===== src/rtl/y86_pipe_pkg.sv =====
// Shared Y86-64 pipeline constants: status codes, NOP icode, no-register ID
// and the per-edge action a stage register takes.
package y86_pipe_pkg;

  localparam logic [3:0] STAT_AOK  = 4'h1;
  localparam logic [3:0] STAT_HLT  = 4'h2;
  localparam logic [3:0] STAT_ADR  = 4'h3;
  localparam logic [3:0] STAT_INS  = 4'h4;
  localparam logic [3:0] STAT_BUB  = 4'h8;
  localparam logic [3:0] ICODE_NOP = 4'h1;
  localparam logic [3:0] RNONE     = 4'hF;

  typedef enum logic [1:0] {
    ACT_LOAD   = 2'd0,
    ACT_HOLD   = 2'd1,
    ACT_BUBBLE = 2'd2
  } stage_act_e;

  function automatic logic is_exc_stat(input logic [3:0] stat);
    return (stat == STAT_HLT) || (stat == STAT_ADR) || (stat == STAT_INS);
  endfunction

endpackage


===== src/rtl/pipe_stage_reg_sat_counter.sv =====
// Saturating up-counter (sticks at all ones), synchronous active-high clear.
// One-cycle update latency; inc is sampled every edge, no backpressure.
module sat_counter #(
  parameter int W = 16
) (
  input  logic         clk,
  input  logic         reset,
  input  logic         inc,
  output logic [W-1:0] count
);

  logic [W-1:0] count_q;
  logic [W-1:0] count_d;

  always_comb begin
    count_d = count_q;
    if (inc && (count_q != {W{1'b1}})) begin
      count_d = count_q + W'(1);
    end
  end

  always_ff @(posedge clk) begin
    if (reset) begin
      count_q <= '0;
    end else begin
      count_q <= count_d;
    end
  end

  assign count = count_q;

endmodule


===== src/rtl/pipe_stage_reg.sv =====
// Y86-64 pipeline stage register with bubble/stall control, sticky exception freeze
// and stall/bubble counters; one-cycle latency, i_stall holds, frozen ignores controls.
module pipe_stage_reg
  import y86_pipe_pkg::*;
#(
  parameter int WORD_W        = 64,
  parameter int NUM_VAL       = 2,
  parameter int REGID_W       = 4,
  parameter int NUM_DST       = 2,
  parameter int CNT_W         = 16,
  parameter int FREEZE_ON_EXC = 1
) (
  input  logic                       clk,
  input  logic                       reset,
  input  logic                       i_stall,
  input  logic                       i_bubble,
  input  logic [3:0]                 in_stat,
  input  logic [3:0]                 in_icode,
  input  logic [NUM_VAL*WORD_W-1:0]  in_val,
  input  logic [NUM_DST*REGID_W-1:0] in_dst,
  output logic [3:0]                 out_stat,
  output logic [3:0]                 out_icode,
  output logic [NUM_VAL*WORD_W-1:0]  out_val,
  output logic [NUM_DST*REGID_W-1:0] out_dst,
  output logic                       frozen,
  output logic [CNT_W-1:0]           stall_cnt,
  output logic [CNT_W-1:0]           bubble_cnt
);

  localparam int VAL_W = NUM_VAL * WORD_W;
  localparam int DST_W = NUM_DST * REGID_W;

  stage_act_e         act;
  logic               stall_inc;
  logic               bubble_inc;

  logic [3:0]         stat_q,   stat_d;
  logic [3:0]         icode_q,  icode_d;
  logic [VAL_W-1:0]   val_q,    val_d;
  logic [DST_W-1:0]   dst_q,    dst_d;
  logic               frozen_q, frozen_d;

  // A frozen stage ignores both controls; bubble outranks stall.
  always_comb begin
    act        = ACT_LOAD;
    stall_inc  = 1'b0;
    bubble_inc = 1'b0;
    if (frozen_q) begin
      act = ACT_HOLD;
    end else if (i_bubble) begin
      act        = ACT_BUBBLE;
      bubble_inc = 1'b1;
    end else if (i_stall) begin
      act       = ACT_HOLD;
      stall_inc = 1'b1;
    end
  end

  always_comb begin
    stat_d   = stat_q;
    icode_d  = icode_q;
    val_d    = val_q;
    dst_d    = dst_q;
    frozen_d = frozen_q;
    case (act)
      ACT_BUBBLE: begin
        stat_d  = STAT_BUB;
        icode_d = ICODE_NOP;
        val_d   = '0;
        dst_d   = {DST_W{1'b1}};
      end
      ACT_LOAD: begin
        stat_d  = in_stat;
        icode_d = in_icode;
        val_d   = in_val;
        dst_d   = in_dst;
        if ((FREEZE_ON_EXC != 0) && is_exc_stat(in_stat)) begin
          frozen_d = 1'b1;
        end
      end
      default: ;
    endcase
  end

  always_ff @(posedge clk) begin
    if (reset) begin
      stat_q   <= STAT_BUB;
      icode_q  <= ICODE_NOP;
      val_q    <= '0;
      dst_q    <= {DST_W{1'b1}};
      frozen_q <= 1'b0;
    end else begin
      stat_q   <= stat_d;
      icode_q  <= icode_d;
      val_q    <= val_d;
      dst_q    <= dst_d;
      frozen_q <= frozen_d;
    end
  end

  sat_counter #(.W(CNT_W)) u_stall_cnt (
    .clk   (clk),
    .reset (reset),
    .inc   (stall_inc),
    .count (stall_cnt)
  );

  sat_counter #(.W(CNT_W)) u_bubble_cnt (
    .clk   (clk),
    .reset (reset),
    .inc   (bubble_inc),
    .count (bubble_cnt)
  );

  assign out_stat  = stat_q;
  assign out_icode = icode_q;
  assign out_val   = val_q;
  assign out_dst   = dst_q;
  assign frozen    = frozen_q;

endmodule


===== config.mk =====
export PLATFORM = sky130hd
export DESIGN_NAME = pipe_stage_reg
export DESIGN_NICKNAME = d
export VERILOG_FILES = /design/src/rtl/y86_pipe_pkg.sv /design/src/rtl/pipe_stage_reg_sat_counter.sv /design/src/rtl/pipe_stage_reg.sv
export SDC_FILE = /design/constraint.sdc
export NUM_CORES = 1
export LEC_CHECK = 0
export CAP_MARGIN = 10
export CORE_UTILIZATION = 35
export CTS_CLUSTER_SIZE = 24
export DETAILED_ROUTE_END_ITERATION = 8
export DONT_BUFFER_PORTS = 1
export PLACE_DENSITY = 0.51
export SLEW_MARGIN = 10
export SYNTH_ARGS = -nofsm -noshare
export SYNTH_HDL_FRONTEND = slang
export SYNTH_SLANG_ARGS = --single-unit

===== constraint.sdc =====
create_clock -name clk -period 2.2 [get_ports clk]
set_input_delay 0.44 -clock clk [delete_from_list [all_inputs] [get_ports clk]]
set_output_delay 0.44 -clock clk [all_outputs]
set_load 0.005 [all_outputs]

==> results.yml, run 1 <==
pwr:
  power.total_uw: 7000
  power_frac_clock_pct: 46.0
  combPwrFrac_pct: 5.5
  irDropWorstVdd_mv: 0.456
  switching_share_pct: 23.5
  pwr-share-seq_pct: 48.5
  p_per_area_nw_per_um2: 862
  power_switching_uw: 1650
  p_int_uw: 5360
  power_leakage_uw: 0.00263
sta:
  min_period_ns: 2.05
  finalSetupTns_ns: 0
  min_period_over_period_pct: 93.1
  rsz0062_at_grt: "no"
  fin_worst_skew_ns: 0.0103
  whs_ns: 0.0854
  tightest_slew_ns: 0.896
  setup_viol: 0
  max_freq_ghz: 0.488
  relSlewSlack_pct: 40.3
  hold_viol: 0
  slew_viol_final: 0
clocking:
  postCtsHoldBufs: 0
  ctsHtreeMaxLevel: 4
  cts_resized: 0
  clk-insertion-delay-late_ns: 0.42
  cts.sinks: 177
  cts_tree: "built"
  clockBufferDepth: 2
  clkSlewWorstSetupHoldPaths_ns: 0.07
  post_cts_buffers: 0
  cts_buffers: 17
  cts-root-buf: "clkbuf_16"
placement:
  dp.final_hpwl_um: 13300
  finalWeightedCongestion: 0.804
  place_area_um2: 7490
  portBuffers: 0
critical_path:
  required_ns: 2.55
  worstSetupEndpointType: "register"
  criticalPathCategory: "reg -> reg"
  critPathMaxFanout: 6
  critPathLaunchType: "register"
  arrival_ns: 2.40
die:
  num_io_pins: 325
  rows: 52
  die_w_um: 147
  start_util_pct: 36.0
  die_h_um: 147
  die_area_um2: 21600
  core_area_um2: 20400
yosys:
  synth_common_cells: "dfxtp_1, a21oi_1, nor2_1"
  synth_cell_types: 37
  netlist_area_um2: 7360
  syn-num-nets: 1004
  yosysTopAreaCell: "dfxtp_1"
  netlist_instances: 854
  synth_top_area_share_pct: 48.1
  ys.flop_type: "dfxtp_1"
  synth-edff-count: 0
  synth-seq-cells: 177
  synth-seq-area-share_pct: 48.1
  async_flop_share_pct: 0
  synthTopCellsByArea: "dfxtp_1, nor4b_1, a21oi_1"
  post-synth-top-count-cell: "dfxtp_1"
  avgSynthCellArea_um2: 8.62
  yosys_warnings: 0
grt:
  first_global_vias: 5821
  grt_overflow_total: 0
  grt.total_usage_pct: 18.7
  grt_pass1_wl_um: 32200
  antenna_found_initial: 4
  grt_max_degree: 179
cells_and_area:
  layout-drive-gt1-share_pct: 6.78
  synthToLayoutAreaGrowth_pct: 10.5
  design_area_um2: 8130
  nNetsFinal: 948
detailed_routing:
  first_iter_violations: 380
  drtAntennaViolNets: 0
  vias: 6335
  drc: 0
  viasPerCell: 5.84
  wirelength_um: 21200
  post_drt_wl_per_cell_um: 19.6
  dr.pass1.iters: 4
job:
  maxCapViolCount: 0
run_status:
  outcome: "complete, no violations"
worst_hold_path:
  hold_class: "in -> reg"
[state kept, by name, indices dropped and copies added, names as in the netlist]
| register | cells |
|---|---|
| out_val | 128 |
| u_bubble_cnt.count | 16 |
| out_stat | 4 |
| frozen | 1 |
| out_dst | 8 |
| u_stall_cnt.count | 16 |
| out_icode | 4 |
[worst paths after layout]
path,start,end,slack (ns),depth (start not counted)
setup / recovery,u_bubble_cnt.count[1]$_SDFFE_PP0P_,u_bubble_cnt.count[10]$_SDFFE_PP0P_,0.15,5
hold / removal,reset,u_stall_cnt.count[10]$_SDFFE_PP0P_,0.09,1
setup reg to reg,u_bubble_cnt.count[1]$_SDFFE_PP0P_,u_bubble_cnt.count[10]$_SDFFE_PP0P_,0.15,5
hold reg to reg,u_bubble_cnt.count[15]$_SDFFE_PP0P_,u_bubble_cnt.count[15]$_SDFFE_PP0P_,0.52,2
[cells in the final DEF (no fill, tap or decap), drive strengths merged, types with 12 or more instances in the layout]
cell type and instances:
a21oi 161, or4 19, nor4b 134, clkbuf 19, o31ai 15, nor2 153
buf 13, or3 12, dfxtp 177, nor3 16
[cells by family (layout without fill, tap and decap cells)]
| family | Yosys count | after routing | synth area share [%] |
|---|---|---|---|
| buf+inv | 95 | 52 | 5.07 |
| mux | 3 | 3 | 0.442 |
| compound gates | 204 | 204 | 15.0 |
| other cells | 0 | 4 | 0 |
| fa+ha+maj | 2 | 2 | 0.340 |
| flops | 177 | 177 | 48.1 |
| xor+xnor | 1 | 1 | 0.119 |
| simple gates | 372 | 372 | 30.9 |
[metrics by stage]
stage / cells / utilization (%) / worst slack (ns)
final: 1085 / 39.8 / 0.152
after detailed placement: 1049 / 36.7 / 0.0699
after global routing: 1085 / 39.8 / 0.0538
after global placement: 1049 / 36.7 / 0.0673
after floorplan: 854 / - / 0.122
after CTS: 1081 / 39.7 / 0.181
[per-layer routing]
layer	share of wire, %	up-vias	global-route usage (%)
li1	-	3000	-
met1	39	3047	21.0
met2	49	261	31.1
met5	0	-	0
met3	10	27	8.14
met4	2.1	0	6.91
[power groups by stage]
stage	logic [µW]	clock network [µW]	registers, µW
2_1_floorplan	422	0	3440
3_3_place_gp	373	0	3470
3_5_place_dp	389	0	3470
4_1_cts	390	3310	3400
5_1_grt	432	3450	3410
6_report	384	3220	3400
[final cells by class]
class	instances	area [µm²]
multi-input combinational	582	3460
sequential	177	3550
antenna	4	10.0
timing repair buffer	13	123
fill	2067	12300
inverter	7	26.3
clock buffer	19	453
tap	270	338
clock inverter	13	175
[critical path: stages, from the launching register on]
cell     delay [ns]
dfxtp_1        0.43
ha_1           0.23
nand3_1        0.13
or4_1          0.59
or4_1          0.45
a21oi_1        0.15
No activity file was read; power rests on OpenSTA's default activity.
==> inputs of run 2 (changes only) <==
--- a/config.mk
+++ b/config.mk
@@ -11,6 +11,7 @@
 export DETAILED_ROUTE_END_ITERATION = 8
 export DONT_BUFFER_PORTS = 1
 export PLACE_DENSITY = 0.51
+export RECOVER_POWER = 25
 export SLEW_MARGIN = 10
 export SYNTH_ARGS = -nofsm -noshare
 export SYNTH_HDL_FRONTEND = slang
==> results of run 2 <==
No change in the layout: final DEF, timing and power equal those of run 1.
